File: src/rtl/scram_pkg.sv
// Shared constants, mode type and pointer helper for the lane scrambler scheduler.
// Optional descramble mode is enabled with SCRAM_SCHED_DESCRAM_EN.
package scram_pkg;

  localparam int STATE_W = 3;
  localparam int TAP_A   = 1;
  localparam int TAP_B   = 0;

  typedef enum logic {
    SCRAM   = 1'b0,
    DESCRAM = 1'b1
  } scram_mode_t;

  function automatic int unsigned next_ptr(
    input int unsigned p,
    input int unsigned n
  );
    return (p + 1 >= n) ? 0 : p + 1;
  endfunction

endpackage

File: src/rtl/scram_step.sv
// One parallel W-bit step of the self-synchronising scrambler, MSB first.
// Descramble history selection exists only under SCRAM_SCHED_DESCRAM_EN.
module scram_step
  import scram_pkg::*;
#(
  parameter int W = 4
) (
  input  logic [W-1:0]       d_i,
  input  logic [STATE_W-1:0] h_i,
`ifdef SCRAM_SCHED_DESCRAM_EN
  input  scram_mode_t        mode_i,
`endif
  output logic [W-1:0]       y_o,
  output logic [STATE_W-1:0] h_next_o
);

  logic [STATE_W-1:0] h;
  logic               fb;

  always_comb begin
    h  = h_i;
    y_o = '0;
    fb = 1'b0;
    for (int i = W - 1; i >= 0; i--) begin
      y_o[i] = d_i[i] ^ h[TAP_A] ^ h[TAP_B];
`ifdef SCRAM_SCHED_DESCRAM_EN
      fb = (mode_i == DESCRAM) ? d_i[i] : y_o[i];
`else
      fb = y_o[i];
`endif
      h = {fb, h[STATE_W-1:1]};
    end
    h_next_o = h;
  end

endmodule

File: src/rtl/scram_lane_sched.sv
// Round-robin scheduler sharing one scrambler step across NLANES lanes.
// Per-lane descramble select is built only with SCRAM_SCHED_DESCRAM_EN.
module scram_lane_sched
  import scram_pkg::*;
#(
  parameter int NLANES = 4,
  parameter int W      = 4,
  parameter int LW     = $clog2(NLANES)
) (
  input  logic                 clk,
  input  logic                 rst_n,
  input  logic [NLANES-1:0]    in_valid,
  input  logic [NLANES*W-1:0]  in_data,
  output logic [NLANES-1:0]    in_ready,
  input  logic                 seed_valid,
  input  logic [LW-1:0]        seed_lane,
  input  logic [STATE_W-1:0]   seed_val,
`ifdef SCRAM_SCHED_DESCRAM_EN
  input  logic [NLANES-1:0]    cfg_descram,
`endif
  output logic                 out_valid,
  input  logic                 out_ready,
  output logic [W-1:0]         out_data,
  output logic [LW-1:0]        out_lane
);

  logic [LW-1:0]      ptr_q;
  logic [LW-1:0]      ptr_d;
  logic [LW-1:0]      gnt_idx;
  logic               gnt_found;
  logic               slot_free;
  logic               grant;
  logic [STATE_W-1:0] hist_q [NLANES];
  logic               out_valid_q;
  logic [W-1:0]       out_data_q;
  logic [W-1:0]       out_data_d;
  logic [LW-1:0]      out_lane_q;
  logic [W-1:0]       d_sel;
  logic [STATE_W-1:0] h_sel;
  logic [STATE_W-1:0] h_next;
  int unsigned        j;

  assign slot_free = !out_valid_q || out_ready;

  // First valid lane at or after ptr, wrapping.
  always_comb begin
    gnt_found = 1'b0;
    gnt_idx   = '0;
    j         = 0;
    for (int k = 0; k < NLANES; k++) begin
      j = 32'(ptr_q) + 32'(k);
      if (j >= NLANES) j = j - NLANES;
      if (!gnt_found && in_valid[j[LW-1:0]]) begin
        gnt_found = 1'b1;
        gnt_idx   = j[LW-1:0];
      end
    end
  end

  assign grant    = gnt_found && slot_free && rst_n;
  assign in_ready = grant ? (NLANES'(1) << gnt_idx) : '0;
  assign d_sel    = in_data[gnt_idx*W +: W];
  assign h_sel    = hist_q[gnt_idx];
  assign ptr_d    = LW'(next_ptr(32'(gnt_idx), NLANES));

`ifdef SCRAM_SCHED_DESCRAM_EN
  scram_mode_t mode_sel;
  assign mode_sel = cfg_descram[gnt_idx] ? DESCRAM : SCRAM;
`endif

  scram_step #(
    .W(W)
  ) u_step (
    .d_i     (d_sel),
    .h_i     (h_sel),
`ifdef SCRAM_SCHED_DESCRAM_EN
    .mode_i  (mode_sel),
`endif
    .y_o     (out_data_d),
    .h_next_o(h_next)
  );

  always_ff @(posedge clk) begin
    if (!rst_n) begin
      out_valid_q <= 1'b0;
      out_data_q  <= '0;
      out_lane_q  <= '0;
      ptr_q       <= '0;
      for (int i = 0; i < NLANES; i++) hist_q[i] <= '0;
    end else begin
      if (grant) begin
        out_valid_q     <= 1'b1;
        out_data_q      <= out_data_d;
        out_lane_q      <= gnt_idx;
        ptr_q           <= ptr_d;
        hist_q[gnt_idx] <= h_next;
      end else if (out_ready) begin
        out_valid_q <= 1'b0;
      end
      // Seed is written last so it overrides a same-cycle grant update.
      if (seed_valid && 32'(seed_lane) < 32'(NLANES))
        hist_q[seed_lane] <= seed_val;
    end
  end

  assign out_valid = out_valid_q;
  assign out_data  = out_data_q;
  assign out_lane  = out_lane_q;

endmodule

File: config.mk
export PLATFORM = sky130hd
export DESIGN_NAME = scram_lane_sched
export DESIGN_NICKNAME = d
export VERILOG_FILES = /design/src/rtl/scram_pkg.sv /design/src/rtl/scram_step.sv /design/src/rtl/scram_lane_sched.sv
export SDC_FILE = /design/constraint.sdc
export NUM_CORES = 1
export LEC_CHECK = 0
export CORE_MARGIN = 3
export CORE_UTILIZATION = 50
export CTS_CLUSTER_DIAMETER = 60
export DETAILED_ROUTE_END_ITERATION = 10
export GPL_TIMING_DRIVEN = 0
export MAX_ROUTING_LAYER = met4
export PLACE_DENSITY = 0.82
export SLEW_MARGIN = 20
export SYNTH_ARGS = -nofsm -noshare
export SYNTH_HDL_FRONTEND = slang
export SYNTH_SLANG_ARGS = --single-unit
File: constraint.sdc
create_clock -name clk -period 5.4 [get_ports clk]
set_input_delay 0.54 -clock clk [delete_from_list [all_inputs] [get_ports clk]]
set_output_delay 0.54 -clock clk [all_outputs]
set_load 0.1 [all_outputs]
==> results.rst, run 1 <==
.. list-table::
   :header-rows: 1

   * - Metric
     - Value
   * - Clock transition at the registers of the reported paths
     - about 120 ps
   * - Pin count of the biggest net entering global routing
     - 13
   * - Setup violation total in the final timing report
     - 0
   * - Endpoint required time on the critical path
     - 4860 ps
   * - Critical path start-end classification
     - in2out
   * - Dominant synthesized flop cell
     - edfxtp_1
   * - Initial detailed-routing violation count
     - 78
   * - Number of flops mapped to enable cells by yosys
     - 12
   * - Gpl congestion
     - 0.844
   * - Maximum clock skew at final layout
     - about 3.2 ps
   * - Final standard cell utilization of the core
     - 0.695
   * - Warning count from the yosys run
     - 0
   * - Count of cell types in the netlist
     - 48
   * - Via count of the first global-routing pass
     - around 1300
   * - # resized after CTS
     - 0
   * - Proportion of netlist area held by the largest area contributor
     - 0.241
   * - Mapped Cells
     - between 150 and 200
   * - Fraction of registers with async set/reset
     - 0
   * - Hold Path Depth
     - 2
   * - 1st-pass router iterations
     - 5
   * - Register-to-Register Setup Slack
     - roughly 2600 ps
   * - Via total after detailed routing
     - roughly 1400
   * - Arrival time at the worst endpoint
     - 3520 ps
   * - Final wirelength
     - 3790 um
   * - GRT Resource Usage Total
     - 0.229
   * - Detail Route Antenna Nets
     - 0
   * - DP Wirelength
     - about 3000 um
   * - TritonCTS clock tree
     - built
   * - Cell types with the highest counts after synthesis
     - 17 x nand2_1, 12 x edfxtp_1, 11 x mux2i_1
   * - Worst setup SP type
     - input pin
   * - Unrepaired setup endpoints after global routing
     - false
   * - Setup TNS after final layout
     - 0 ps
   * - Count of buffers from port buffering
     - 39
   * - Transition time at the pin with the least slew margin
     - a little under 1000 ps
   * - Buffer levels on the longest clock path
     - 2
   * - Static Leak
     - slightly below 0.8 nW
   * - Highest ir drop seen on vdd
     - 0.341 mV
   * - Total number of placement rows
     - 19
   * - Post-Synthesis Net Count
     - between 150 and 200
   * - Endpoint type of the worst setup path
     - output port
   * - Wire length of the first global-routing pass
     - about 6000 um
   * - Reg2Reg Capture Point
     - hist_q[3][2]
   * - Later-pin clock latency in the skew report
     - about 310 ps
   * - Worst slew margin
     - 0.347
   * - P per Cell Area
     - between 400 and 500 nW/um2
   * - Final Max Tran Viols
     - 0
   * - Vertical extent of the die
     - between 60 and 70 um
   * - Final period util
     - 0.752
   * - DR WL/cell
     - between 15 and 20 um
   * - Area of the die
     - approximately 3700 um2
   * - Setup repair bufs after CTS
     - 0
   * - Mapped Area
     - about 1500 um2
   * - Overall overflow remaining after global route
     - 0
   * - Starting Density
     - 0.532
   * - Number of top-level pins
     - 40
   * - Clock root buffer
     - clkbuf_4
   * - Highest clock frequency the design can meet
     - between 200 and 250 MHz
   * - Hold Path Sink
     - out_lane[0]
   * - TritonCTS Buffers
     - 3
   * - CTS sink cnt
     - 21
   * - Cell taking the most area after synthesis
     - edfxtp_1
   * - Die extent in x
     - a little over 60 um
   * - Number of antenna diodes
     - 0
   * - Avg Vias per Cell
     - approximately 6.0
   * - Most frequent cell after synthesis
     - nand2_1
   * - Std-Cell Core Area
     - roughly 2800 um2
   * - Clock period minus final worst setup slack
     - between 4000 and 5000 ps
   * - Count of endpoints failing hold in the final timing report
     - 0
   * - Largest cells by area after synthesis
     - edfxtp_1 24%, dfxtp_1 12%, mux2i_1 7.4%
   * - Area growth from synthesis to layout
     - 30.6%
   * - Count of unresolved DRC violations after routing
     - 0
   * - # nets final
     - approximately 230
   * - Hold buffer count at cts
     - 0
   * - Deepest level of the CTS H-tree
     - 1
   * - Flip-flop and latch count after synthesis
     - 21
   * - Layout cell share with drive strength beyond 1
     - 0.0905
   * - Top fanout value on the critical path
     - 11
   * - Path depth of the worst reg2reg path
     - 9
   * - Worst Hold Class
     - reg2reg
   * - Startpoint of the tightest hold check path
     - out_lane[0]
   * - Number of antenna violations at the first check in global routing
     - 0
   * - Sequential area share after synthesis
     - 0.362
   * - Syn Area/Cell
     - around 9.6 um2
   * - Number of maximum-capacitance constraint violations
     - 0
   * - Launch instance of the worst register-to-register path
     - ptr_q[1]
   * - Result of the run
     - finished, final reports clean
-- power by group --
part	switching (mW)	total, mW	internal (mW)	leakage (nW)
registers	0.0170	0.234	0.217	0.202
logic	0.313	0.492	0.179	0.561
clock network	0.0516	0.0793	0.0277	0.0177
-- layer usage --
layer | track usage | vias to the layer above | wire (um)
met5 | - | - | 0
met2 | 0.380 | 53 | 1850
met3 | 0.0213 | 4 | 177
li1 | - | 671 | -
met4 | 0.0743 | 0 | 40
met1 | 0.293 | 644 | 1730
-- stage by stage --
stage,worst slack (ps),instances,hold WS [ps],power (mW),area [um2]
3_5_place_dp,1350,226,458,0.724,1920
6_report,1340,230,477,0.805,1950
5_1_grt,1170,230,511,0.847,1950
2_1_floorplan,2510,156,494,0.603,1490
4_1_cts,1350,230,479,0.804,1950
3_3_place_gp,1410,226,455,0.713,1920
-- sequential cells by signal, summed over array words and instances, names as in the netlist --
register   flops
out_lane       2
out_valid      1
ptr_q          2
out_data       4
hist_q        12
-- cell usage in the layout (no fill, tap or decap), drive strengths merged, types with 2 or more instances in the layout --
cell / count
inv: 10
nand3: 8
o31ai: 2
o21ai: 8
nand2: 19
a211oi: 4
buf: 2
nor2b: 4
a211o: 3
nand2b: 3
mux2: 2
clkbuf: 6
xnor2: 3
nor3: 3
a21o: 2
nor2: 3
o211ai: 2
ha: 4
clkdlybuf4s50: 39
edfxtp: 12
xnor3: 2
nor4: 3
a21boi: 5
a22o: 3
a21oi: 5
and3: 7
dfxtp: 9
mux2i: 11
a32o: 3
and2: 2
-- logic make-up (layout without fill, tap and decap cells) --
logic type,after synthesis,count (layout),share of synthesized area
xor gates and xnor gates,6,6,0.0595
adders and majority gates,4,4,0.0335
and+or+nand+nor,54,54,0.191
AOI/OAI and AO/OA,43,43,0.220
muxes,13,13,0.0889
buffers and inverters,15,58,0.0453
DFF,21,21,0.362
-- how the worst max path moves through the flow --
stage / start / to / slack (ps) / depth (start not counted)
finish: in_valid[2] / in_ready[3] / 1340 / 9
global route: in_valid[2] / in_ready[3] / 1170 / 9
CTS: in_valid[2] / in_ready[3] / 1350 / 9
detailed placement: in_valid[2] / in_ready[3] / 1350 / 9
global placement: in_valid[2] / in_ready[3] / 1410 / 9
floorplan: in_valid[2] / in_ready[3] / 2510 / 7
-- critical path: stages --
cell	delay, ps
clkdlybuf4s50_1	510
nor2b_1	220
a211o_2	190
nand2_2	140
inv_4	150
buf_2	290
ha_1	190
and3_1	160
clkdlybuf4s50_1	1130
-- cell type report --
type	instances	area, um2
Timing Repair Buffer	39	390
Multi-Input combinational cell	120	885
Fill cell	230	856
Inverter	10	40.0
Clock inverter	1	5.00
Tap cell	31	38.8
Buffer	5	27.5
Sequential cell	21	541
Clock buffer	3	22.5
Note: power is estimated with default switching activity, not from simulation.
==> run 2: changes to the inputs <==
--- a/config.mk
+++ b/config.mk
@@ -6,12 +6,12 @@
 export NUM_CORES = 1
 export LEC_CHECK = 0
 export CORE_MARGIN = 3
-export CORE_UTILIZATION = 50
+export CORE_UTILIZATION = 44
 export CTS_CLUSTER_DIAMETER = 60
 export DETAILED_ROUTE_END_ITERATION = 10
 export GPL_TIMING_DRIVEN = 0
 export MAX_ROUTING_LAYER = met4
-export PLACE_DENSITY = 0.82
+export PLACE_DENSITY = 0.77
 export SLEW_MARGIN = 20
 export SYNTH_ARGS = -nofsm -noshare
 export SYNTH_HDL_FRONTEND = slang
==> constraint.sdc (replaced) <==
create_clock -name clk -period 3.5 [get_ports clk]
set_input_delay 0.35 -clock clk [delete_from_list [all_inputs] [get_ports clk]]
set_output_delay 0.35 -clock clk [all_outputs]
set_load 0.1 [all_outputs]
==> run 2 against run 1 <==
Compared with the run above: register-to-register slack worse by 2000 ps; worst hold slack worse by 6.5 ps; worst setup slack worse by 1200 ps; clock skew is 5.1 ps higher; final area is 0.39% higher; non-clock buffer count stayed put; critical path type unchanged; largest cell class unchanged.
==> results.rst, run 2 (synthesis gave the netlist of run 1 again) <==
.. list-table::
   :header-rows: 1

   * - Metric
     - Value
   * - GRT Resource Usage Total
     - 0.190 (-0.0388)
   * - Gpl congestion
     - 0.916 (+8.4%)
   * - Number of antenna violations at the first check in global routing
     - 0 (unchanged)
   * - Clock root buffer
     - clkbuf_4
   * - Overall overflow remaining after global route
     - 0 (unchanged)
   * - Area of the die
     - 4130 um2 (+12%)
   * - Count of fill cells added during filler insertion
     - 274 (+19%)
   * - Number of maximum-capacitance constraint violations
     - 0 (unchanged)
   * - Met3 WL post-DR
     - 214 um (+21%)
   * - Unrepaired setup endpoints after global routing
     - false
   * - Setup violation total in the final timing report
     - 0 (unchanged)
   * - Count of buffers from port buffering
     - 39 (unchanged)
   * - Routed wl met2
     - 1800 um (-2.9%)
   * - Standard cell with the maximum stage delay on the critical path
     - dlygate4sd2_1
   * - Deepest level of the CTS H-tree
     - 1 (unchanged)
   * - Static Leak
     - 0.803 nW (+2.9%)
   * - Starting Density
     - 0.473 (-0.0587)
   * - Die extent in x
     - 64.2 um (+5.9%)
   * - Detail Route Antenna Nets
     - 0 (unchanged)
   * - Std-Cell Core Area
     - 3150 um2 (+12%)
   * - Final Max Tran Viols
     - 0 (unchanged)
   * - Endpoint required time on the critical path
     - 3150 ps (-1710 ps)
   * - Layout cell share with drive strength beyond 1
     - 0.101 (+0.0101)
   * - Top library cells by usage in the layout, fill and taps aside
     - 35 x clkdlybuf4s50_1, 17 x nand2_1, 12 x edfxtp_1
   * - Final wirelength
     - 3740 um (-1.4%)
   * - Routed length on met1
     - 1680 um (-2.5%)
   * - Worst setup SP type
     - input pin
   * - # nets final
     - 233 (unchanged)
   * - Wire length of the first global-routing pass
     - 6120 um (+1.5%)
   * - DR WL/cell
     - 15.4 um (-6.7%)
   * - Hold Path Depth
     - 2 (unchanged)
   * - Transition time at the pin with the least slew margin
     - 977 ps (+1.16 ps)
   * - Setup repair bufs after CTS
     - 0 (unchanged)
   * - Final standard cell utilization of the core
     - 0.621 (-0.0743)
   * - Dominant delay contributor by cell family on the critical path
     - buffers and inverters
   * - Setup Slack @ Placement
     - -258 ps (-1610 ps)
   * - CTS sink cnt
     - 21 (unchanged)
   * - Highest ir drop seen on vdd
     - 0.564 mV (+65%)
   * - Worst Hold Class
     - reg2reg
   * - Later-pin clock latency in the skew report
     - 300 ps (about the same)
   * - Via count of the first global-routing pass
     - 1342 (+1.8%)
   * - Top register by number of flip-flops
     - hist_q
   * - Buffer levels on the longest clock path
     - 2 (unchanged)
   * - Path depth of the worst reg2reg path
     - 10 (+1)
   * - 1st-pass router iterations
     - 4 (-1)
   * - Count of endpoints failing hold in the final timing report
     - 0 (unchanged)
   * - Worst Hold Slack
     - 470 ps (-6.54 ps)
   * - Worst path setup slack after routing
     - 116 ps (-1220 ps)
   * - Number of top-level pins
     - 40 (unchanged)
   * - Cells along the critical path
     - clkdlybuf4s50_1 > nor2b_1 > o21a_1 > or3_4 > inv_2 > buf_6 > ha_1 > and3_1 > dlygate4sd2_1
   * - Initial detailed-routing violation count
     - 86 (+10%)
   * - Clock transition at the registers of the reported paths
     - 120 ps (about the same)
   * - Area growth from synthesis to layout
     - 31.1%
   * - Vertical extent of the die
     - 64.2 um (+5.9%)
   * - Delay of the slowest critical-path stage
     - 860 ps (-270 ps)
   * - Count of unresolved DRC violations after routing
     - 0 (unchanged)
   * - Pin count of the biggest net entering global routing
     - 13 (unchanged)
   * - TritonCTS clock tree
     - built
   * - Clock period minus final worst setup slack
     - 3380 ps
   * - DP Wirelength
     - 2980 um (+0.72%)
   * - Number of gates on the worst path with buffers counted
     - 9 (unchanged)
   * - Final period util
     - 0.967
   * - Top fanout value on the critical path
     - 11 (unchanged)
   * - Avg Vias per Cell
     - 5.53 (-7.3%)
   * - Via total after detailed routing
     - 1344 (-2.0%)
   * - Number of antenna diodes
     - 0 (unchanged)
   * - Worst slew margin
     - 0.346 (-0.000776)
   * - Critical path start-end classification
     - in2out
   * - Highest clock frequency the design can meet
     - 295 MHz
   * - Most common library cell in the layout ignoring fill and taps
     - clkdlybuf4s50_1
   * - Arrival time at the worst endpoint
     - 3030 ps (-490 ps)
   * - Uppermost signal routing layer after detailed routing
     - met4
   * - Endpoint type of the worst setup path
     - output port
   * - TritonCTS Buffers
     - 3 (unchanged)
   * - Max reg flops
     - 12 (unchanged)
   * - Maximum clock skew at final layout
     - 8.30 ps (+5.10 ps)
   * - Result of the run
     - finished, final reports clean
   * - P per Cell Area
     - 631 nW/um2 (+53%)
   * - Count of buffering cells on the critical path with inverters included
     - 4 (unchanged)
   * - Total number of placement rows
     - 20 (+1)
[run 2: cell count changes in the layout (fill, tap and decap cells not counted)]
cell	before	now
clkdlybuf4s50_1	39	35
dlymetal6s2s_1	0	1
clkbuf_2	0	2
dlygate4sd2_1	0	1
[run 2: routing by layer]
| metal | GRT usage | vias to the layer above |
|---|---|---|
| met5 | - | - |
| met4 | 0.0475 | 0 |
| met1 | 0.242 | 611 |
| met3 | 0.0264 | 7 |
| li1 | - | 670 |
| met2 | 0.318 | 56 |
[run 2: repair_timing]
action,in CTS,in global routing
hold buffers,0,0
gates cloned,0,0
endpoints found under the setup margin,3,3
resized for setup,3,5
[run 2: worst register-to-register path: stages (launching register included)]
cell and delay (ps):
dfxtp_1 420, nor2b_1 110, o21a_1 190, or3_4 410
inv_2 90, buf_6 160, nand3_2 100, a211o_1 350
nand2_2 110, xnor3_1 420, a22o_1 240
[run 2: final cells by class]
cell class / instances / area, um2 / share of cell area
Multi-Input combinational cell: 120 / 885 / 0.452
Tap cell: 44 / 55.1 / 0.0281
Inverter: 10 / 40.0 / 0.0205
Timing Repair Buffer: 39 / 382 / 0.195
Buffer: 5 / 27.5 / 0.0141
Clock buffer: 3 / 22.5 / 0.0115
Sequential cell: 21 / 541 / 0.276
Clock inverter: 1 / 5.00 / 0.00256
[run 2: path summary, 6_finish.rpt]
| path | from | end | slack [ps] |
|---|---|---|---|
| max | in_valid[2] | in_ready[1] | 120 |
| min | out_data[3] | out_data[3] | 470 |
| max reg2reg | ptr_q[0] | hist_q[2][1] | 670 |
| min reg2reg | out_data[3] | out_data[3] | 470 |
[run 2: report_power, final]
group          internal [mW]  switching, mW
clock                 0.0426         0.0736
sequential             0.335         0.0265
combinational          0.274          0.482
[run 2: metrics by stage]
stage                     cells  setup TNS (ps)  power, mW  area (um2)
final                       243               0       1.23        1960
after floorplan             156               0      0.930        1490
after global placement      239            -306       1.11        1940
after CTS                   243               0       1.23        1960
after detailed placement    239            -648       1.12        1940
after global routing        243               0       1.30        1960
==> run 3: changes to the inputs <==
--- a/config.mk
+++ b/config.mk
@@ -16,3 +16,4 @@
 export SYNTH_ARGS = -nofsm -noshare
 export SYNTH_HDL_FRONTEND = slang
 export SYNTH_SLANG_ARGS = --single-unit
+export TNS_END_PERCENT = 1
==> results of run 3 <==
No change in the layout: final DEF, timing and power equal those of run 2.
